File: src/rtl/bp_pkg.sv
// Shared branch-prediction definitions: 2-bit direction counter encodings
// plus the values used at reset and on allocation.
package bp_pkg;

    localparam logic [1:0] CNT_SNT = 2'b00;
    localparam logic [1:0] CNT_WNT = 2'b01;
    localparam logic [1:0] CNT_WT  = 2'b10;
    localparam logic [1:0] CNT_ST  = 2'b11;

    localparam logic [1:0] CNT_RST       = CNT_WNT;
    localparam logic [1:0] CNT_ALLOC_BR  = CNT_WT;
    localparam logic [1:0] CNT_ALLOC_JMP = CNT_ST;

endpackage

File: src/rtl/sat_cnt2.sv
// Next-state logic for one 2-bit saturating direction counter.
module sat_cnt2
    import bp_pkg::*;
(
    input  logic [1:0] cnt,
    input  logic       inc,
    output logic [1:0] cnt_next
);

    always_comb begin
        cnt_next = cnt;
        if (inc) begin
            if (cnt != CNT_ST) cnt_next = cnt + 2'd1;
        end else begin
            if (cnt != CNT_SNT) cnt_next = cnt - 2'd1;
        end
    end

endmodule

File: src/rtl/btb_predictor.sv
// Direct-mapped BTB with 2-bit direction counters, combinational lookup.
// Optional BTB_STATS_EN adds branch / mispredict event counters.
module btb_predictor
    import bp_pkg::*;
#(
    parameter int IDX_BITS = 4,
    parameter int TAG_BITS = 30 - IDX_BITS
) (
    input  logic        clk,
    input  logic        rst,
    input  logic [31:0] PC,
    output logic        hit,
    output logic        taken,
    output logic [31:0] pred_PC,
    input  logic        upd_valid,
    input  logic [31:0] upd_PC,
    input  logic        upd_taken,
    input  logic        upd_jump,
    input  logic [31:0] upd_target,
    input  logic        upd_mispred
`ifdef BTB_STATS_EN
    ,
    output logic [31:0] stat_branches,
    output logic [31:0] stat_mispred
`endif
);

    localparam int N = 2 ** IDX_BITS;

    logic [N-1:0]          valid_q;
    logic [TAG_BITS-1:0]   tag_q    [N];
    logic [31:0]           target_q [N];
    logic [1:0]            cnt_q    [N];

    logic [IDX_BITS-1:0] lidx, uidx;
    logic [TAG_BITS-1:0] ltag, utag;
    logic                lmatch, umatch;
    logic                alloc, train, we_tgt;
    logic [1:0]          cnt_nxt, cnt_d;

    assign lidx = PC[IDX_BITS+1:2];
    assign ltag = PC[31:IDX_BITS+2];
    assign uidx = upd_PC[IDX_BITS+1:2];
    assign utag = upd_PC[31:IDX_BITS+2];

    // Reset masks the outputs even though the array may still hold data.
    assign lmatch  = !rst && valid_q[lidx] && (tag_q[lidx] == ltag);
    assign hit     = lmatch;
    assign taken   = lmatch && cnt_q[lidx][1];
    assign pred_PC = lmatch ? target_q[lidx] : 32'd0;

    assign umatch = valid_q[uidx] && (tag_q[uidx] == utag);

    sat_cnt2 u_cnt (
        .cnt      (cnt_q[uidx]),
        .inc      (upd_taken),
        .cnt_next (cnt_nxt)
    );

    always_comb begin
        alloc  = upd_valid && !umatch && upd_taken;
        train  = upd_valid && umatch;
        we_tgt = alloc || (train && upd_taken);
        cnt_d  = cnt_nxt;
        if (alloc) cnt_d = upd_jump ? CNT_ALLOC_JMP : CNT_ALLOC_BR;
    end

    always_ff @(posedge clk) begin
        if (rst) begin
            valid_q <= '0;
            for (int i = 0; i < N; i++) cnt_q[i] <= CNT_RST;
        end else begin
            if (alloc) begin
                valid_q[uidx] <= 1'b1;
                tag_q[uidx]   <= utag;
            end
            if (we_tgt)         target_q[uidx] <= upd_target;
            if (alloc || train) cnt_q[uidx]    <= cnt_d;
        end
    end

`ifdef BTB_STATS_EN
    logic [31:0] br_q, br_d, mp_q, mp_d;

    always_comb begin
        br_d = br_q;
        mp_d = mp_q;
        if (upd_valid) br_d = br_q + 32'd1;
        if (upd_valid && upd_mispred) mp_d = mp_q + 32'd1;
    end

    always_ff @(posedge clk) begin
        if (rst) begin
            br_q <= '0;
            mp_q <= '0;
        end else begin
            br_q <= br_d;
            mp_q <= mp_d;
        end
    end

    assign stat_branches = br_q;
    assign stat_mispred  = mp_q;
`else
    logic unused_mispred;
    assign unused_mispred = upd_mispred;
`endif

    logic unused_lsb;
    assign unused_lsb = ^{PC[1:0], upd_PC[1:0]};

endmodule

File: config.mk
export PLATFORM = sky130hd
export DESIGN_NAME = btb_predictor
export DESIGN_NICKNAME = d
export VERILOG_FILES = /design/src/rtl/bp_pkg.sv /design/src/rtl/sat_cnt2.sv /design/src/rtl/btb_predictor.sv
export SDC_FILE = /design/constraint.sdc
export NUM_CORES = 1
export LEC_CHECK = 0
export ABC_CLOCK_PERIOD_IN_PS = 15050
export CORE_MARGIN = 3
export CORE_UTILIZATION = 25
export DETAILED_ROUTE_END_ITERATION = 10
export PLACE_DENSITY = 0.5
export RECOVER_POWER = 25
export SYNTH_ARGS = -nofsm -noshare
export SYNTH_HDL_FRONTEND = slang
export SYNTH_SLANG_ARGS = --single-unit
File: constraint.sdc
create_clock -name clk -period 15.05 [get_ports clk]
set_clock_uncertainty 0.2 [all_clocks]
set_input_delay 3.01 -clock clk [delete_from_list [all_inputs] [get_ports clk]]
set_output_delay 3.01 -clock clk [all_outputs]
set_load 0.02 [all_outputs]
==> results of run 1 <==
## flip-flops by register name (all words and copies together), names as in the netlist
signal    count
valid_q      16
target_q    512
tag_q       416
cnt_q        32
## through the flow
step	area (µm²)	setup WS (ps)	hold slack (ps)
final	49290	3914	287.5
after global routing	49270	3517	301.2
after CTS	49270	3680	293.4
after detailed placement	45890	3705	283.3
after global placement	45890	3685	271.7
after floorplan	41880	5774	258.8
## critical path: stages
cell and delay, ps:
buf_8 560, buf_12 670, mux4_2 600, mux4_2 610, xnor2_1 180, nand4_1 270, nor3_1 400, nand4_1 150
buf_4 330, nor2b_1 190, clkdlybuf4s50_1 690
## per-layer routing
layer  vias to the layer above  share of wire [%]  track usage (%)  routed length, µm
li1                       8737                  -                -                  -
met1                     11500                 42            17.18              48450
met2                       655                 50            22.39              57930
met3                       190                5.6            2.875               6445
met4                        12                2.3            3.214               2617
met5                         -              0.078                0                 90
## final cells by class
type | instances | share of cell area (%)
Sequential cell | 976 | 59.14
Multi-Input combinational cell | 831 | 24.76
Tap cell | 2189 | 5.557
Clock buffer | 122 | 5.522
Timing Repair Buffer | 183 | 3.478
Clock inverter | 69 | 1.330
Inverter | 23 | 0.1752
Antenna cell | 7 | 0.03554
## cells in the final DEF (no fill, tap or decap), drive strengths merged, types with 10 or more instances in the layout
cell type | netlist | layout
xor2 | 23 | 23
a21oi | 11 | 11
clkinv | 0 | 48
nor2 | 42 | 42
nor2b | 41 | 41
a21o | 16 | 16
bufinv | 0 | 10
clkbuf | 71 | 123
and3 | 21 | 21
dfxtp | 16 | 16
edfxtp | 960 | 960
dlygate4sd3 | 0 | 31
a22o | 14 | 14
nand2 | 18 | 18
o22ai | 16 | 16
clkdlybuf4s50 | 0 | 91
inv | 23 | 29
mux2i | 99 | 99
buf | 61 | 60
mux4 | 384 | 384
a22oi | 18 | 18
xnor2 | 29 | 29
o211ai | 17 | 17
## worst max-delay path by stage
stage	endpoint	slack, ps	from
2_1_floorplan	pred_PC[10]	5770	PC[2]
5_1_grt	taken	3520	PC[2]
3_3_place_gp	taken	3680	PC[2]
6_report	taken	3910	PC[2]
3_5_place_dp	taken	3700	PC[2]
4_1_cts	taken	3680	PC[2]
## cell families (layout without fill, tap and decap cells)
group	Yosys count	in the layout
other cells	0	7
xor+xnor	52	52
flops	976	976
mux	484	484
compound gates	133	133
simple gates	162	162
buf+inv	155	397
## power groups by stage
stage	logic (W)	registers, W	clock network, W
finish	0.000386	0.00301	0.00254
global route	0.000413	0.00301	0.00273
CTS	0.000395	0.00301	0.00261
detailed placement	0.000395	0.00307	0
global placement	0.000389	0.00307	0
floorplan	0.000242	0.00307	0
==> report_table.html, run 1 <==
<table>
<tr><th>Metric</th><th>Value</th></tr>
<tr><th colspan="2">Worst setup path</th></tr>
<tr><td>Arrival @ worst endpoint</td><td>7930 ps</td></tr>
<tr><td>Startpoint of the worst-slack reg-to-reg timing path</td><td>tag_q[2][1]$_DFFE_PP_</td></tr>
<tr><td>Reg2reg setup slack</td><td>10280 ps</td></tr>
<tr><td>Type of element capturing the critical path</td><td>primary output</td></tr>
<tr><td>Max FO, Critical Path</td><td>100</td></tr>
<tr><td>Endpoint of the worst register-to-register path</td><td>cnt_q[15][0]$_SDFFCE_PN1P_</td></tr>
<tr><td>WS Path Type</td><td>primary input to primary output</td></tr>
<tr><td>Number of cell instances on the worst register-to-register path</td><td>9</td></tr>
<tr><td>Type of origin of the critical path</td><td>primary input</td></tr>
<tr><td>Required time at the worst-slack endpoint</td><td>11840 ps</td></tr>
<tr><th colspan="2">Synthesis</th></tr>
<tr><td>Post-synthesis simple-gate area fraction</td><td>2.047%</td></tr>
<tr><td>Post-synth EDFFs</td><td>960</td></tr>
<tr><td>Syn Area/Cell</td><td>21.35 µm²</td></tr>
<tr><td>Fraction of registers with async set/reset</td><td>0%</td></tr>
<tr><td>Warning count from the yosys run</td><td>0</td></tr>
<tr><td>Yosys cell types</td><td>58</td></tr>
<tr><td>Gate count after technology mapping</td><td>1962</td></tr>
<tr><td>Area of the mapped netlist</td><td>0.04188 mm²</td></tr>
<tr><td>Cell types with the largest area share after synthesis</td><td>edfxtp_1 69%, mux4_2 21%, mux2i_1 2.3%</td></tr>
<tr><td>Cell accounting for the most synthesized area</td><td>edfxtp_1</td></tr>
<tr><td>Synthesized-area fraction occupied by ao, oa, aoi and oai cells</td><td>2.375%</td></tr>
<tr><td>Post-synthesis mux area share</td><td>23.05%</td></tr>
<tr><td>Proportion of synthesized chip area in sequential cells</td><td>69.60%</td></tr>
<tr><td>Most used flip-flop cell after synthesis</td><td>edfxtp_1</td></tr>
<tr><td>Combinational family with the most area after synthesis</td><td>multiplexers</td></tr>
<tr><td>Proportion of netlist area held by the largest area contributor</td><td>68.84%</td></tr>
<tr><td>Post-synthesis share of cell area spent on full adders, half adders and majority gates</td><td>0%</td></tr>
<tr><td>Most frequent cells after synthesis</td><td>960 x edfxtp_1, 384 x mux4_2, 98 x mux2i_1, 71 x clkbuf_1, 42 x nor2_1</td></tr>
<tr><td>Flip-flop and latch count after synthesis</td><td>976</td></tr>
<tr><td>Xor and xnor area share after synthesis</td><td>1.088%</td></tr>
<tr><td>Net count of the mapped netlist</td><td>2064</td></tr>
<tr><td>Leading cell type by number of instances after synthesis</td><td>edfxtp_1</td></tr>
<tr><th colspan="2">Placed design</th></tr>
<tr><td>Gpl congestion</td><td>0.7342</td></tr>
<tr><td>Final HPWL DP</td><td>62.28 mm</td></tr>
<tr><td>Placed Cells incl. Taps</td><td>4202</td></tr>
<tr><td>PortBufs</td><td>130</td></tr>
<tr><th colspan="2">Timing</th></tr>
<tr><td>Setup repair after global routing missed its margin</td><td>no</td></tr>
<tr><td>Crit path time final</td><td>11140 ps</td></tr>
<tr><td>Actual slew at the worst max-slew pin</td><td>1300 ps</td></tr>
<tr><td>Final Hold Viols</td><td>0</td></tr>
<tr><td>Max Clock Freq</td><td>89.80 MHz</td></tr>
<tr><td>Worst slew margin relative to its limit</td><td>13.36%</td></tr>
<tr><td>Number of max-slew violations in the final report</td><td>0</td></tr>
<tr><td>Final setup violation count</td><td>0</td></tr>
<tr><td>Setup TNS</td><td>0 ps</td></tr>
<tr><td>Final period utilization</td><td>73.99%</td></tr>
<tr><th colspan="2">Clocking</th></tr>
<tr><td>H-tree levels</td><td>3</td></tr>
<tr><td>Clock tree from TritonCTS</td><td>yes</td></tr>
<tr><td>Clock insertion delay at the later pin of the skew report</td><td>720 ps</td></tr>
<tr><td>Clk buf depth</td><td>3</td></tr>
<tr><td>Number of buffers added by the clock tree synthesis step</td><td>104</td></tr>
<tr><td>CTS resizes</td><td>0</td></tr>
<tr><td>Total number of clock tree sinks</td><td>976</td></tr>
<tr><td>Clock edge transition at the registers on the reported setup and hold paths</td><td>60 ps</td></tr>
<tr><td>Hold buffer count at cts</td><td>0</td></tr>
<tr><td>Postcts setup bufs</td><td>0</td></tr>
<tr><td>Root Buffer</td><td>clkbuf_16</td></tr>
<tr><th colspan="2">Power</th></tr>
<tr><td>Fraction of power spent switching nets</td><td>21.84%</td></tr>
<tr><td>Total power after layout</td><td>0.005939 W</td></tr>
<tr><td>Sequential share of power</td><td>50.7%</td></tr>
<tr><td>Worst vdd ir</td><td>0.09621 mV</td></tr>
<tr><td>Switching power</td><td>0.001297 W</td></tr>
<tr><td>Internal power contribution</td><td>0.004641 W</td></tr>
<tr><td>Power per unit of standard cell area</td><td>120.5 mW/mm²</td></tr>
<tr><td>Part of the total power dissipated in combinational logic</td><td>6.5%</td></tr>
<tr><td>Leakage power</td><td>15.10 nW</td></tr>
<tr><td>Fraction of power consumed by the clock network</td><td>42.8%</td></tr>
<tr><th colspan="2">Floorplan</th></tr>
<tr><td>Ports</td><td>136</td></tr>
<tr><td>Initial Util</td><td>25.27%</td></tr>
<tr><td>Die outline width</td><td>415.3 µm</td></tr>
<tr><td>Core Rows</td><td>149</td></tr>
<tr><td>Vertical extent of the die</td><td>415.3 µm</td></tr>
<tr><td>Area of the core</td><td>0.1657 mm²</td></tr>
<tr><td>Total Die Area</td><td>0.1725 mm²</td></tr>
<tr><th colspan="2">GRT</th></tr>
<tr><td>Global-route wire length before repair</td><td>164.9 mm</td></tr>
<tr><td>Antenna violations before repair</td><td>23</td></tr>
<tr><td>Largest net degree at the start of global routing</td><td>101</td></tr>
<tr><td>Global routing usage summed across all routing layers</td><td>13.20%</td></tr>
<tr><td>Residual overflow from global routing</td><td>0</td></tr>
<tr><td>Vias in the first global route</td><td>22320</td></tr>
<tr><th colspan="2">Min path</th></tr>
<tr><td>Hold EP</td><td>valid_q[1]$_SDFFE_PP0P_</td></tr>
<tr><td>Startpoint of the worst hold path</td><td>valid_q[1]$_SDFFE_PP0P_</td></tr>
<tr><td>Hold WC Path Type</td><td>flop to flop</td></tr>
<tr><td>Hold path depth</td><td>2</td></tr>
<tr><th colspan="2">Route</th></tr>
<tr><td>DR WL/cell</td><td>26.26 µm</td></tr>
<tr><td>First-pass iteration count of the detailed router</td><td>5</td></tr>
<tr><td>Detailed-route via count</td><td>21090</td></tr>
<tr><td>Iteration-0 DRC Markers</td><td>1979</td></tr>
<tr><td>Remaining design rule violation count</td><td>0</td></tr>
<tr><td>Total wirelength of the detailed-routed design</td><td>115.5 mm</td></tr>
<tr><td>Average via count per standard cell</td><td>4.793</td></tr>
<tr><td>DRT antenna net count</td><td>0</td></tr>
<tr><th colspan="2">Final layout</th></tr>
<tr><td>Multi-input gate area in the final layout</td><td>0.01220 mm²</td></tr>
<tr><td>Share of cells above drive strength 1</td><td>28.86%</td></tr>
<tr><td>Sequential cell area</td><td>0.02915 mm²</td></tr>
<tr><td>Layout Nets</td><td>2221</td></tr>
<tr><td>Layout overhead on the synthesized area</td><td>17.69%</td></tr>
<tr><td>Count of non-filler cells in the finished layout</td><td>4400</td></tr>
<tr><td>Number of filler instances in the final layout</td><td>16010</td></tr>
<tr><td>Utilization after layout</td><td>29.74%</td></tr>
<tr><th colspan="2">Run status</th></tr>
<tr><td>Run status</td><td>completed</td></tr>
<tr><th colspan="2">Job</th></tr>
<tr><td>Number of max-cap violations</td><td>0</td></tr>
</table>
(Power assumes the default switching activity.)
==> run 2: changes to the inputs <==
Settings changed: ABC_CLOCK_PERIOD_IN_PS 15050 to 11250.
Clock period 15.05 ns to 11.25 ns, I/O delays scaled along.
==> report_table.html, run 2 (same netlist as run 1, synthesis figures left out) <==
<table>
<tr><th>Metric</th><th>Value</th></tr>
<tr><th colspan="2">Final layout</th></tr>
<tr><td>Layout overhead on the synthesized area</td><td>17.25% (was 17.69%)</td></tr>
<tr><td>Largest registers</td><td>target_q x512, tag_q x416, cnt_q x32 (unchanged)</td></tr>
<tr><td>Register with the highest flop count</td><td>target_q (unchanged)</td></tr>
<tr><td>Layout Nets</td><td>2220 (was 2221)</td></tr>
<tr><td>Commonest non-fill, non-tap cell in the layout</td><td>edfxtp_1 (unchanged)</td></tr>
<tr><td>Share of cells above drive strength 1</td><td>28.21% (was 28.86%)</td></tr>
<tr><td>Commonest cells after routing, fill and taps aside</td><td>960 x edfxtp_1, 384 x mux4_2, 102 x clkbuf_16 (was 960 x edfxtp_1, 384 x mux4_2, 105 x clkbuf_16)</td></tr>
<tr><td>Utilization after layout</td><td>29.63% (was 29.74%)</td></tr>
<tr><td>Flip-flop count of the largest register, all copies and words added</td><td>512 (unchanged)</td></tr>
<tr><th colspan="2">Timing</th></tr>
<tr><td>Max Clock Freq</td><td>109.1 MHz</td></tr>
<tr><td>Number of max-slew violations in the final report</td><td>0 (unchanged)</td></tr>
<tr><td>Final Hold Viols</td><td>0 (unchanged)</td></tr>
<tr><td>Final period utilization</td><td>81.47%</td></tr>
<tr><td>Setup repair after global routing missed its margin</td><td>no (unchanged)</td></tr>
<tr><td>Final setup violation count</td><td>0 (unchanged)</td></tr>
<tr><td>Actual slew at the worst max-slew pin</td><td>1212 ps (was 1300 ps)</td></tr>
<tr><td>Setup TNS</td><td>0 ps (unchanged)</td></tr>
<tr><td>Worst slew margin relative to its limit</td><td>19.22% (was 13.36%)</td></tr>
<tr><td>Crit path time final</td><td>9166 ps</td></tr>
<tr><th colspan="2">Placed design</th></tr>
<tr><td>Gpl congestion</td><td>0.7357 (was 0.7342)</td></tr>
<tr><td>PortBufs</td><td>130 (unchanged)</td></tr>
<tr><td>Final HPWL DP</td><td>62.08 mm (was 62.28 mm)</td></tr>
<tr><th colspan="2">Floorplan</th></tr>
<tr><td>Core Rows</td><td>149 (unchanged)</td></tr>
<tr><td>Area of the core</td><td>0.1657 mm² (unchanged)</td></tr>
<tr><td>Vertical extent of the die</td><td>415.3 µm (unchanged)</td></tr>
<tr><td>Initial Util</td><td>25.27% (unchanged)</td></tr>
<tr><td>Die outline width</td><td>415.3 µm (unchanged)</td></tr>
<tr><td>Ports</td><td>136 (unchanged)</td></tr>
<tr><td>Total Die Area</td><td>0.1725 mm² (unchanged)</td></tr>
<tr><th colspan="2">Route</th></tr>
<tr><td>Average via count per standard cell</td><td>4.749 (was 4.793)</td></tr>
<tr><td>Iteration-0 DRC Markers</td><td>2094 (was 1979)</td></tr>
<tr><td>Total wirelength of the detailed-routed design</td><td>116.1 mm (was 115.5 mm)</td></tr>
<tr><td>DRT antenna net count</td><td>0 (unchanged)</td></tr>
<tr><td>First-pass iteration count of the detailed router</td><td>5 (unchanged)</td></tr>
<tr><td>Detailed-route via count</td><td>20870 (was 21090)</td></tr>
<tr><td>DR WL/cell</td><td>26.41 µm (was 26.26 µm)</td></tr>
<tr><td>Remaining design rule violation count</td><td>0 (unchanged)</td></tr>
<tr><th colspan="2">Clocking</th></tr>
<tr><td>CTS resizes</td><td>0 (unchanged)</td></tr>
<tr><td>Clock tree from TritonCTS</td><td>yes (unchanged)</td></tr>
<tr><td>Number of buffers added by the clock tree synthesis step</td><td>101 (was 104)</td></tr>
<tr><td>Postcts setup bufs</td><td>0 (unchanged)</td></tr>
<tr><td>Clk buf depth</td><td>3 (unchanged)</td></tr>
<tr><td>Root Buffer</td><td>clkbuf_16 (unchanged)</td></tr>
<tr><td>Hold buffer count at cts</td><td>0 (unchanged)</td></tr>
<tr><td>Clock edge transition at the registers on the reported setup and hold paths</td><td>60 ps (about the same)</td></tr>
<tr><td>Clock insertion delay at the later pin of the skew report</td><td>710 ps (was 720 ps)</td></tr>
<tr><td>H-tree levels</td><td>3 (unchanged)</td></tr>
<tr><td>Total number of clock tree sinks</td><td>976 (unchanged)</td></tr>
<tr><th colspan="2">GRT</th></tr>
<tr><td>Residual overflow from global routing</td><td>0 (unchanged)</td></tr>
<tr><td>Antenna violations before repair</td><td>24 (was 23)</td></tr>
<tr><td>Global-route wire length before repair</td><td>164.9 mm (unchanged)</td></tr>
<tr><td>Global routing usage summed across all routing layers</td><td>13.23% (was 13.20%)</td></tr>
<tr><td>Vias in the first global route</td><td>22370 (was 22320)</td></tr>
<tr><td>Largest net degree at the start of global routing</td><td>110 (was 101)</td></tr>
<tr><th colspan="2">Worst setup path</th></tr>
<tr><td>Arrival @ worst endpoint</td><td>6720 ps (was 7930 ps)</td></tr>
<tr><td>Max FO, Critical Path</td><td>49 (was 100)</td></tr>
<tr><td>Worst path max stage delay</td><td>670 ps (was 690 ps)</td></tr>
<tr><td>Number of cell instances on the worst register-to-register path</td><td>9 (unchanged)</td></tr>
<tr><td>WS Path Type</td><td>primary input to primary output (unchanged)</td></tr>
<tr><td>Cell-by-cell listing of the critical path</td><td>buf_8, buf_12, mux4_2, mux4_2, xnor2_1, nand4_1, nor3_1, nand4_1, buf_4, nor2b_1, clkdlybuf4s50_1 (unchanged)</td></tr>
<tr><td>Required time at the worst-slack endpoint</td><td>8800 ps (was 11840 ps)</td></tr>
<tr><td>Type of origin of the critical path</td><td>primary input (unchanged)</td></tr>
<tr><td>Slowest stage cell on the critical path</td><td>clkdlybuf4s50_1 (unchanged)</td></tr>
<tr><td>Type of element capturing the critical path</td><td>primary output (unchanged)</td></tr>
<tr><th colspan="2">Min path</th></tr>
<tr><td>Hold WC Path Type</td><td>flop to flop (unchanged)</td></tr>
<tr><td>Hold path depth</td><td>2 (unchanged)</td></tr>
<tr><th colspan="2">Power</th></tr>
<tr><td>Power per unit of standard cell area</td><td>158.1 mW/mm² (was 120.5 mW/mm²)</td></tr>
<tr><td>Worst vdd ir</td><td>0.1132 mV (was 0.09621 mV)</td></tr>
<tr><td>Total power after layout</td><td>0.007763 W (was 0.005939 W)</td></tr>
<tr><td>Leakage power</td><td>15.00 nW (was 15.10 nW)</td></tr>
<tr><th colspan="2">Run status</th></tr>
<tr><td>Run status</td><td>completed (unchanged)</td></tr>
<tr><th colspan="2">Job</th></tr>
<tr><td>Number of max-cap violations</td><td>0 (unchanged)</td></tr>
</table>
## run 2: cell types whose count changed in the layout (fill, tap and decap cells not counted), sizes merged
cell,delta
buf,+2
bufinv,-5
clkbuf,+1
clkdlybuf4s50,-1
clkinv,+2
clkinvlp,-3
dlygate4sd3,+1
inv,-3
## run 2: worst max-delay path: cells and delay by family
family	cells	cell delay, ps
xor gates and xnor gates	1	190
buffers and inverters	4	1840
muxes	2	1170
and+or+nand+nor	4	1160
## run 2: per-stage QoR
stage / cells / hold slack, ps / worst slack, ps / instance area, µm²
finish: 4394 / 284.9 / 2084 / 49100
global route: 4388 / 316.0 / 1591 / 49090
CTS: 4387 / 286.5 / 1761 / 49080
detailed placement: 4204 / 277.7 / 1770 / 45920
global placement: 4204 / 270.8 / 1753 / 45920
floorplan: 1962 / 258.8 / 3494 / 41880
## run 2: per-layer routing
layer / vias to the layer above / track usage (%) / wire length, µm
li1: 8733 / - / -
met1: 11300 / 16.85 / 47850
met2: 632 / 22.58 / 58440
met3: 185 / 3.013 / 6709
met4: 14 / 3.640 / 2950
met5: - / 0 / 97
## run 2: cell type report
| class | count | area [µm²] |
|---|---|---|
| antenna | 7 | 17.52 |
| clock buffer | 123 | 2641 |
| clock inverter | 60 | 521.8 |
| fill | 15980 | 116600 |
| inverter | 23 | 86.33 |
| multi-input combinational | 831 | 12210 |
| sequential | 976 | 29150 |
| tap | 2189 | 2739 |
| timing repair buffer | 185 | 1742 |
## run 2: power by group
group          leakage, nW  internal, W  switching (W)  total [W]
registers             8.76      0.00402     0.00000922    0.00403
logic                 4.70     0.000228       0.000289   0.000517
clock network         1.54      0.00179        0.00142    0.00322
total                 15.0      0.00604        0.00172    0.00776
## run 2: path summary, 6_finish.rpt
path                           startpoint                   endpoint  slack, ps
hold reg to reg   valid_q[6]$_SDFFE_PP0P_    valid_q[6]$_SDFFE_PP0P_        280
hold / removal    valid_q[6]$_SDFFE_PP0P_    valid_q[6]$_SDFFE_PP0P_        280
setup / recovery                    PC[2]                      taken       2080
setup reg to reg    tag_q[2][1]$_DFFE_PP_  cnt_q[7][1]$_SDFFCE_PN0P_       6510
==> run 3: changes to the inputs <==
Settings changed: ABC_CLOCK_PERIOD_IN_PS 11250 to 9120.
Clock period 11.25 ns to 9.12 ns, I/O delays scaled along.
==> report_table.html, run 3 (same netlist as run 1, synthesis figures left out) <==
<table>
<tr><th>Metric</th><th>Value</th></tr>
<tr><th colspan="2">GRT</th></tr>
<tr><td>Global routing usage summed across all routing layers</td><td>13.30% (was 13.23%)</td></tr>
<tr><td>Vias in the first global route</td><td>22520 (was 22370)</td></tr>
<tr><td>Largest net degree at the start of global routing</td><td>72 (was 110)</td></tr>
<tr><td>Antenna violations before repair</td><td>22 (was 24)</td></tr>
<tr><td>Residual overflow from global routing</td><td>0 (unchanged)</td></tr>
<tr><td>Global-route wire length before repair</td><td>167.0 mm (was 164.9 mm)</td></tr>
<tr><th colspan="2">Min path</th></tr>
<tr><td>Hold EP</td><td>valid_q[14]$_SDFFE_PP0P_ (was valid_q[6]$_SDFFE_PP0P_)</td></tr>
<tr><td>Hold WC Path Type</td><td>flop to flop (unchanged)</td></tr>
<tr><td>Hold path depth</td><td>2 (unchanged)</td></tr>
<tr><td>Startpoint of the worst hold path</td><td>valid_q[14]$_SDFFE_PP0P_ (was valid_q[6]$_SDFFE_PP0P_)</td></tr>
<tr><th colspan="2">Floorplan</th></tr>
<tr><td>Vertical extent of the die</td><td>415.3 µm (unchanged)</td></tr>
<tr><td>Initial Util</td><td>25.27% (unchanged)</td></tr>
<tr><td>Core Rows</td><td>149 (unchanged)</td></tr>
<tr><td>Ports</td><td>136 (unchanged)</td></tr>
<tr><td>Total Die Area</td><td>0.1725 mm² (unchanged)</td></tr>
<tr><td>Die outline width</td><td>415.3 µm (unchanged)</td></tr>
<tr><td>Area of the core</td><td>0.1657 mm² (unchanged)</td></tr>
<tr><th colspan="2">Worst setup path</th></tr>
<tr><td>WS Path Type</td><td>primary input to primary output (unchanged)</td></tr>
<tr><td>Arrival @ worst endpoint</td><td>6290 ps (was 6720 ps)</td></tr>
<tr><td>Type of origin of the critical path</td><td>primary input (unchanged)</td></tr>
<tr><td>Max FO, Critical Path</td><td>43 (was 49)</td></tr>
<tr><td>Number of cell instances on the worst register-to-register path</td><td>9 (unchanged)</td></tr>
<tr><td>Reg2reg setup slack</td><td>4340 ps (was 6510 ps)</td></tr>
<tr><td>Type of element capturing the critical path</td><td>primary output (unchanged)</td></tr>
<tr><td>Required time at the worst-slack endpoint</td><td>7100 ps (was 8800 ps)</td></tr>
<tr><td>Startpoint of the worst-slack reg-to-reg timing path</td><td>tag_q[11][7]$_DFFE_PP_ (was tag_q[2][1]$_DFFE_PP_)</td></tr>
<tr><td>Endpoint of the worst register-to-register path</td><td>tag_q[4][6]$_DFFE_PP_ (was cnt_q[7][1]$_SDFFCE_PN0P_)</td></tr>
<tr><th colspan="2">Clocking</th></tr>
<tr><td>Hold buffer count at cts</td><td>0 (unchanged)</td></tr>
<tr><td>Number of buffers added by the clock tree synthesis step</td><td>102 (was 101)</td></tr>
<tr><td>Total number of clock tree sinks</td><td>976 (unchanged)</td></tr>
<tr><td>CTS resizes</td><td>0 (unchanged)</td></tr>
<tr><td>Clock insertion delay at the later pin of the skew report</td><td>710 ps (about the same)</td></tr>
<tr><td>Clk buf depth</td><td>3 (unchanged)</td></tr>
<tr><td>Root Buffer</td><td>clkbuf_16 (unchanged)</td></tr>
<tr><td>H-tree levels</td><td>3 (unchanged)</td></tr>
<tr><td>Postcts setup bufs</td><td>0 (unchanged)</td></tr>
<tr><td>Clock tree from TritonCTS</td><td>yes (unchanged)</td></tr>
<tr><td>Clock edge transition at the registers on the reported setup and hold paths</td><td>60 ps (about the same)</td></tr>
<tr><th colspan="2">Placed design</th></tr>
<tr><td>Final HPWL DP</td><td>65.37 mm (was 62.08 mm)</td></tr>
<tr><td>Gpl congestion</td><td>0.7390 (was 0.7357)</td></tr>
<tr><td>PortBufs</td><td>130 (unchanged)</td></tr>
<tr><th colspan="2">Job</th></tr>
<tr><td>Number of max-cap violations</td><td>0 (unchanged)</td></tr>
<tr><th colspan="2">Final layout</th></tr>
<tr><td>Largest registers</td><td>target_q x512, tag_q x416, cnt_q x32 (unchanged)</td></tr>
<tr><td>Share of cells above drive strength 1</td><td>28.97% (was 28.21%)</td></tr>
<tr><td>Commonest cells after routing, fill and taps aside</td><td>960 x edfxtp_1, 384 x mux4_2, 103 x clkbuf_16 (was 960 x edfxtp_1, 384 x mux4_2, 102 x clkbuf_16)</td></tr>
<tr><td>Register with the highest flop count</td><td>target_q (unchanged)</td></tr>
<tr><td>Layout overhead on the synthesized area</td><td>17.96% (was 17.25%)</td></tr>
<tr><td>Commonest non-fill, non-tap cell in the layout</td><td>edfxtp_1 (unchanged)</td></tr>
<tr><td>Flip-flop count of the largest register, all copies and words added</td><td>512 (unchanged)</td></tr>
<tr><td>Utilization after layout</td><td>29.81% (was 29.63%)</td></tr>
<tr><td>Layout Nets</td><td>2240 (was 2220)</td></tr>
<tr><th colspan="2">Power</th></tr>
<tr><td>Power per unit of standard cell area</td><td>197.4 mW/mm² (was 158.1 mW/mm²)</td></tr>
<tr><td>Leakage power</td><td>15.15 nW (was 15.00 nW)</td></tr>
<tr><td>Worst vdd ir</td><td>0.1659 mV (was 0.1132 mV)</td></tr>
<tr><th colspan="2">Timing</th></tr>
<tr><td>Number of max-slew violations in the final report</td><td>0 (unchanged)</td></tr>
<tr><td>Setup TNS</td><td>0 ps (unchanged)</td></tr>
<tr><td>Max Clock Freq</td><td>120.2 MHz</td></tr>
<tr><td>Setup repair after global routing missed its margin</td><td>no (unchanged)</td></tr>
<tr><td>Final Hold Viols</td><td>0 (unchanged)</td></tr>
<tr><td>Final period utilization</td><td>91.20%</td></tr>
<tr><td>Actual slew at the worst max-slew pin</td><td>1314 ps (was 1212 ps)</td></tr>
<tr><td>Crit path time final</td><td>8317 ps</td></tr>
<tr><td>Worst slew margin relative to its limit</td><td>12.42% (was 19.22%)</td></tr>
<tr><td>Final setup violation count</td><td>0 (unchanged)</td></tr>
<tr><th colspan="2">Route</th></tr>
<tr><td>Total wirelength of the detailed-routed design</td><td>116.4 mm (was 116.1 mm)</td></tr>
<tr><td>DRT antenna net count</td><td>0 (unchanged)</td></tr>
<tr><td>First-pass iteration count of the detailed router</td><td>5 (unchanged)</td></tr>
<tr><td>Detailed-route via count</td><td>20990 (was 20870)</td></tr>
<tr><td>Average via count per standard cell</td><td>4.746 (was 4.749)</td></tr>
<tr><td>DR WL/cell</td><td>26.33 µm (was 26.41 µm)</td></tr>
<tr><td>Iteration-0 DRC Markers</td><td>2206 (was 2094)</td></tr>
<tr><td>Remaining design rule violation count</td><td>0 (unchanged)</td></tr>
<tr><th colspan="2">Run status</th></tr>
<tr><td>Run status</td><td>completed (unchanged)</td></tr>
</table>
-- run 3: per-stage QoR --
step	setup WS, ps	total power, W	instances	hold slack (ps)	area, µm²
3_5_place_dp	801.1	0.005724	4223	274.7	46050
2_1_floorplan	2216	0.005461	1962	258.8	41880
3_3_place_gp	804.6	0.005712	4223	271.0	46050
6_report	802.7	0.009753	4422	294.0	49400
4_1_cts	781.2	0.009888	4412	293.0	49370
5_1_grt	628.1	0.01009	4414	307.1	49380
-- run 3: worst max-delay path by stage --
stage          cells after the start           to   from  slack [ps]
4_1_cts                           11        taken  PC[2]         780
6_report                          11  pred_PC[31]  PC[2]         800
3_5_place_dp                      11        taken  PC[2]         800
3_3_place_gp                      11        taken  PC[2]         800
2_1_floorplan                     10  pred_PC[10]  PC[2]        2220
5_1_grt                           11  pred_PC[31]  PC[2]         630
-- run 3: area by class of cell --
class                           count  area (µm²)
Timing Repair Buffer              204        1872
Inverter                           23       86.33
Clock buffer                      130        2679
Sequential cell                   976       29150
Multi-Input combinational cell    831       12210
Clock inverter                     59       643.1
Tap cell                         2189        2739
Fill cell                       15960      116300
Antenna cell                       10       25.02
-- run 3: worst max-delay path, cell delays in order --
cell,delay (ps)
buf_8,420
buf_4,360
mux4_2,550
mux4_2,610
xnor2_1,180
nand4_1,210
nor3_1,580
nand4_1,180
buf_4,340
nor2b_1,190
clkdlybuf4s50_1,740
-- run 3: power by group --
part           internal (W)  switching [W]  leakage, nW
Combinational      0.000285       0.000358         4.79
Clock               0.00237        0.00177         1.60
Sequential          0.00496      0.0000115         8.76
Total               0.00761        0.00214         15.2
-- run 3: per-layer routing --
| metal | up-vias | track usage [%] | routed length (µm) | part of all wire, % |
|---|---|---|---|---|
| met1 | 11470 | 17.82 | 50250 | 43 |
| li1 | 8781 | - | - | - |
| met5 | - | 0 | 50 | 0.043 |
| met2 | 569 | 22.51 | 57950 | 50 |
| met4 | 8 | 2.867 | 2242 | 1.9 |
| met3 | 162 | 2.440 | 5914 | 5.1 |
==> RTL edit 1, RTL diff (flow settings as in run 3) <==
Change the parameter `IDX_BITS` from 4 to 3.
--- a/src/rtl/btb_predictor.sv
+++ b/src/rtl/btb_predictor.sv
@@ -5,3 +5,3 @@
 #(
-    parameter int IDX_BITS = 4,
+    parameter int IDX_BITS = 3,
     parameter int TAG_BITS = 30 - IDX_BITS
Function: changed (Yosys sat finds a counterexample within 4 cycles, from zero or initial values and one cycle with rst high).
==> RTL edit 1 against run 3 <==
Wire length fell by 51%. Final area decreased by 47%. Register-to-register slack improved by 0.89 ns. Critical path depth is 1 lower. Synthesized area decreased by 48%. Non-clock buffer count is 37 lower. Sequential share of layout area is 2.4 points lower. Sequential power shrank 49%. Setup slack better by 0.51 ns. Total power is 48% lower. Sequential cell count shrank 480. Largest power group unchanged.
==> RTL edit 1: results (changes against run 3) <==
metric,value,unit,change
insertion_delay,0.60,ns,-0.11 ns
internal_power,3.997,mW,-48%
reg2reg_from,tag_q[2][14],,
fmax,0.1281,GHz,+6.6%
hp-start,valid_q[0],,
grt_max_degree,63,,-13%
grt_pass1_vias,12120,,-46%
wl_per_cell,22.92,um,-13%
min_to,valid_q[0],,
synth_commonest_cells,"edfxtp_1 (488), mux2i_1 (159), mux4_2 (128), nor2_1 (50), a22oi_1 (42)",,
nNetsFinal,1407,,-37%
hold_depth,1,,-1
synth_cell_type_count,50,,-14%
postSynthAreaPerCell,18.71,um2,-12%
path_max_fanout,41,,-4.7%
switchingPower,1.100,mW,-49%
tightest_slew,0.9881,ns,-0.3256 ns
reg_top3,"target_q: 256 flops, tag_q: 216 flops, cnt_q: 16 flops",,
vdd_ir_drop_max,0.0001288,V,-22%
crit_path_end,pred_PC[27],,
gp_congestion,0.7537,,+2.0%
place_area,24380,um2,-47%
grt_pass1_wl,83420,um,-50%
drt_first_pass_iters,5,,unchanged
dpl_worst_slack,1.213,ns,+0.4118 ns
syn_nets,1255,,-39%
grt_usage,12.56,%,-0.74 points
ys_seq_area_share,68.66,%,-0.94 points
ys_top_cells_by_area,"edfxtp_1 (68%), mux4_2 (13%), mux2i_1 (7.4%)",,
reg2reg_depth,8,,-1
r2r-end,cnt_q[1][0],,
status,completed,,
first_iter_violations,794,,-64%
drive_above_1_share,21.05,%,-7.9 points
cts_buffers,53,,-48%
cp.arrival,5.78,ns,-0.51 ns
synth_edf_count,488,,-49%
viasPerCell,4.650,,-2.0%
antenna_found_initial,11,,-50%
hold_path_class,reg -> reg,,
p_leak,8.551,nW,-44%
whs,0.2759,ns,-0.01810 ns
h-tree-depth,2,,-1
-- RTL edit 1: cell count changes in the layout (fill, tap and decap cells not counted), moves of 14 or more --
| cell | change |
|---|---|
| o211ai_1 | -16 |
| nor2b_1 | -38 |
| clkbuf_1 | -22 |
| edfxtp_1 | -472 |
| mux2i_1 | +61 |
| clkbuf_16 | -49 |
| a22o_1 | -14 |
| mux4_2 | -256 |
| nor2_4 | -16 |
| nor2_1 | +25 |
| buf_4 | -38 |
| a22oi_1 | +24 |
-- RTL edit 1: layer usage --
layer,vias to the layer above,part of all wire (%),track usage [%]
met1,6106,44,17.03
li1,5099,-,-
met4,8,2.1,3.075
met5,-,0.11,0
met3,92,5.5,2.534
met2,305,48,20.69
-- RTL edit 1: through the flow --
step / cells / power (mW)
after detailed placement: 2394 / 2.951
after global placement: 2394 / 2.946
final: 2497 / 5.097
after global routing: 2494 / 5.284
after CTS: 2493 / 5.171
after floorplan: 1153 / 2.799
-- RTL edit 1: cells by family after synthesis --
kind of cell	Yosys count	synth area share [%]
buf+inv	82	1.803
simple gates	123	2.830
mux	297	21.28
xor+xnor	33	1.339
flops	496	68.66
fa+ha+maj	1	0.04639
compound gates	121	4.048
-- RTL edit 1: area by class of cell --
type	count	area, um2	share of cell area (%)
Timing Repair Buffer	167	1583	6.049
Clock buffer	59	1370	5.236
Antenna cell	4	10.01	0.03825
Clock inverter	40	409.1	1.564
Tap cell	1144	1431	5.470
Multi-Input combinational cell	575	6505	24.86
Sequential cell	496	14810	56.61
Inverter	12	45.04	0.1721
-- RTL edit 1: power groups by stage --
stage	clock [mW]	combinational [mW]	sequential (mW)
after floorplan	0	0.210	2.59
after global placement	0	0.356	2.59
after detailed placement	0	0.359	2.59
after CTS	2.27	0.361	2.54
after global routing	2.36	0.380	2.54
final	2.20	0.350	2.54
==> RTL edit 2, RTL diff (settings of run 3) <==
Made on the original files. Add an input register stage for `PC`, `upd_PC`, `upd_taken`, `upd_jump` and `upd_target`, without a reset; this delays them by one clock. The other inputs are not delayed to match.
--- a/src/rtl/btb_predictor.sv
+++ b/src/rtl/btb_predictor.sv
@@ -29,2 +29,16 @@
 
+    logic [31:0] PC_q;
+    logic [31:0] upd_PC_q;
+    logic upd_taken_q;
+    logic upd_jump_q;
+    logic [31:0] upd_target_q;
+
+    always_ff @(posedge clk) begin
+        PC_q         <= PC;
+        upd_PC_q     <= upd_PC;
+        upd_taken_q  <= upd_taken;
+        upd_jump_q   <= upd_jump;
+        upd_target_q <= upd_target;
+    end
+
     logic [N-1:0]          valid_q;
@@ -40,6 +54,6 @@
 
-    assign lidx = PC[IDX_BITS+1:2];
-    assign ltag = PC[31:IDX_BITS+2];
-    assign uidx = upd_PC[IDX_BITS+1:2];
-    assign utag = upd_PC[31:IDX_BITS+2];
+    assign lidx = PC_q[IDX_BITS+1:2];
+    assign ltag = PC_q[31:IDX_BITS+2];
+    assign uidx = upd_PC_q[IDX_BITS+1:2];
+    assign utag = upd_PC_q[31:IDX_BITS+2];
 
@@ -55,3 +69,3 @@
         .cnt      (cnt_q[uidx]),
-        .inc      (upd_taken),
+        .inc      (upd_taken_q),
         .cnt_next (cnt_nxt)
@@ -60,7 +74,7 @@
     always_comb begin
-        alloc  = upd_valid && !umatch && upd_taken;
+        alloc  = upd_valid && !umatch && upd_taken_q;
         train  = upd_valid && umatch;
-        we_tgt = alloc || (train && upd_taken);
+        we_tgt = alloc || (train && upd_taken_q);
         cnt_d  = cnt_nxt;
-        if (alloc) cnt_d = upd_jump ? CNT_ALLOC_JMP : CNT_ALLOC_BR;
+        if (alloc) cnt_d = upd_jump_q ? CNT_ALLOC_JMP : CNT_ALLOC_BR;
     end
@@ -76,3 +90,3 @@
             end
-            if (we_tgt)         target_q[uidx] <= upd_target;
+            if (we_tgt)         target_q[uidx] <= upd_target_q;
             if (alloc || train) cnt_q[uidx]    <= cnt_d;
@@ -109,3 +123,3 @@
     logic unused_lsb;
-    assign unused_lsb = ^{PC[1:0], upd_PC[1:0]};
+    assign unused_lsb = ^{PC_q[1:0], upd_PC_q[1:0]};
 
Formal check against the unedited RTL: not equivalent (a bounded check fails within 4 cycles, from zero or initial values and one cycle with rst high).
==> RTL edit 2 against run 3 <==
Critical path depth decreased by 2. Wire length increased by 3.8%. Setup slack improved by 0.68 ns. Count of clock-buffer cells in the layout increased by 26. Sequential cell count increased by 94. First-iteration DRC count increased by 4.3%. Synthesized area increased by 4.7%. Final area increased by 5.6%. Global-route usage decreased by 0.058 points. Total power increased by 11%. Die area increased by 4.6%. Critical endpoint is now pred_PC[15]. Synthesized cell count increased by 7.2%.
==> RTL edit 2: results (changes against run 3) <==
metric,value,unit,change
status,completed,,
switching_share,21.55,%,-0.38 points
r2r-end,tag_q[5][17],,
rrSetupSlack,2.34,ns,-2.00 ns
syn_nets,2206,,+6.9%
reg_top3,"target_q: 512 flops, tag_q: 416 flops",,
nNetsFinal,2374,,+6.0%
grt_pass1_wl,172000,um,+3.0%
reg2reg_from,upd_PC_q[3],,
period_needed,7.639,ns,-0.6780 ns
grt_usage,13.25,%,-0.058 points
synth_compound_area_share,2.006,%,-0.37 points
p_leak,16.12,nW,+6.4%
ys_top_cells_by_area,"edfxtp_1 (66%), mux4_2 (19%), dfxtp_1 (5.0%)",,
area_growth,18.92,%,
postSynthAreaPerCell,20.84,um2,-2.4%
antenna_found_initial,8,,-64%
first_iter_violations,2301,,+4.3%
cp-startpoint,PC_q[2],,
wl,120800,um,+3.8%
dpl_worst_slack,2.039,ns,+1.238 ns
grt_pass1_vias,23540,,+4.5%
nFillCells,16760,,+5.0%
path_max_fanout,56,,+30%
drive_above_1_share,28.19,%,-0.78 points
synth_commonest_cells,"edfxtp_1 (960), mux4_2 (370), dfxtp_1 (110), mux2i_1 (96)",,
dp_hpwl,69780,um,+6.8%
crit_path_end,pred_PC[15],,
==> RTL edit 2: power groups by stage <==
stage | registers [mW] | logic, mW | clock network, mW
floorplan | 5.51 | 0.381 | 0
global placement | 5.57 | 0.547 | 0
detailed placement | 5.58 | 0.548 | 0
CTS | 5.47 | 0.550 | 5.00
global route | 5.48 | 0.574 | 5.20
finish | 5.47 | 0.537 | 4.86
==> RTL edit 2: kinds of logic (layout without fill, tap and decap cells) <==
logic type             count (synthesis)  count (layout)
AO/OA/AOI/OAI                        123             123
buffers and inverters                151             420
multiplexers                         485             485
AND/OR/NAND/NOR                      214             214
flip-flops                          1070            1070
other                                  0               5
XOR/XNOR                              61              61
==> RTL edit 2: final cells by class <==
| class | count | share of cell area (%) |
|---|---|---|
| flip-flops and latches | 1070 | 59.56 |
| clock inverters | 60 | 1.461 |
| well taps | 2325 | 5.578 |
| inverters | 20 | 0.1440 |
| multi-input cells | 883 | 23.68 |
| clock buffers | 156 | 6.188 |
| diodes | 5 | 0.02399 |
| repair buffers | 184 | 3.369 |
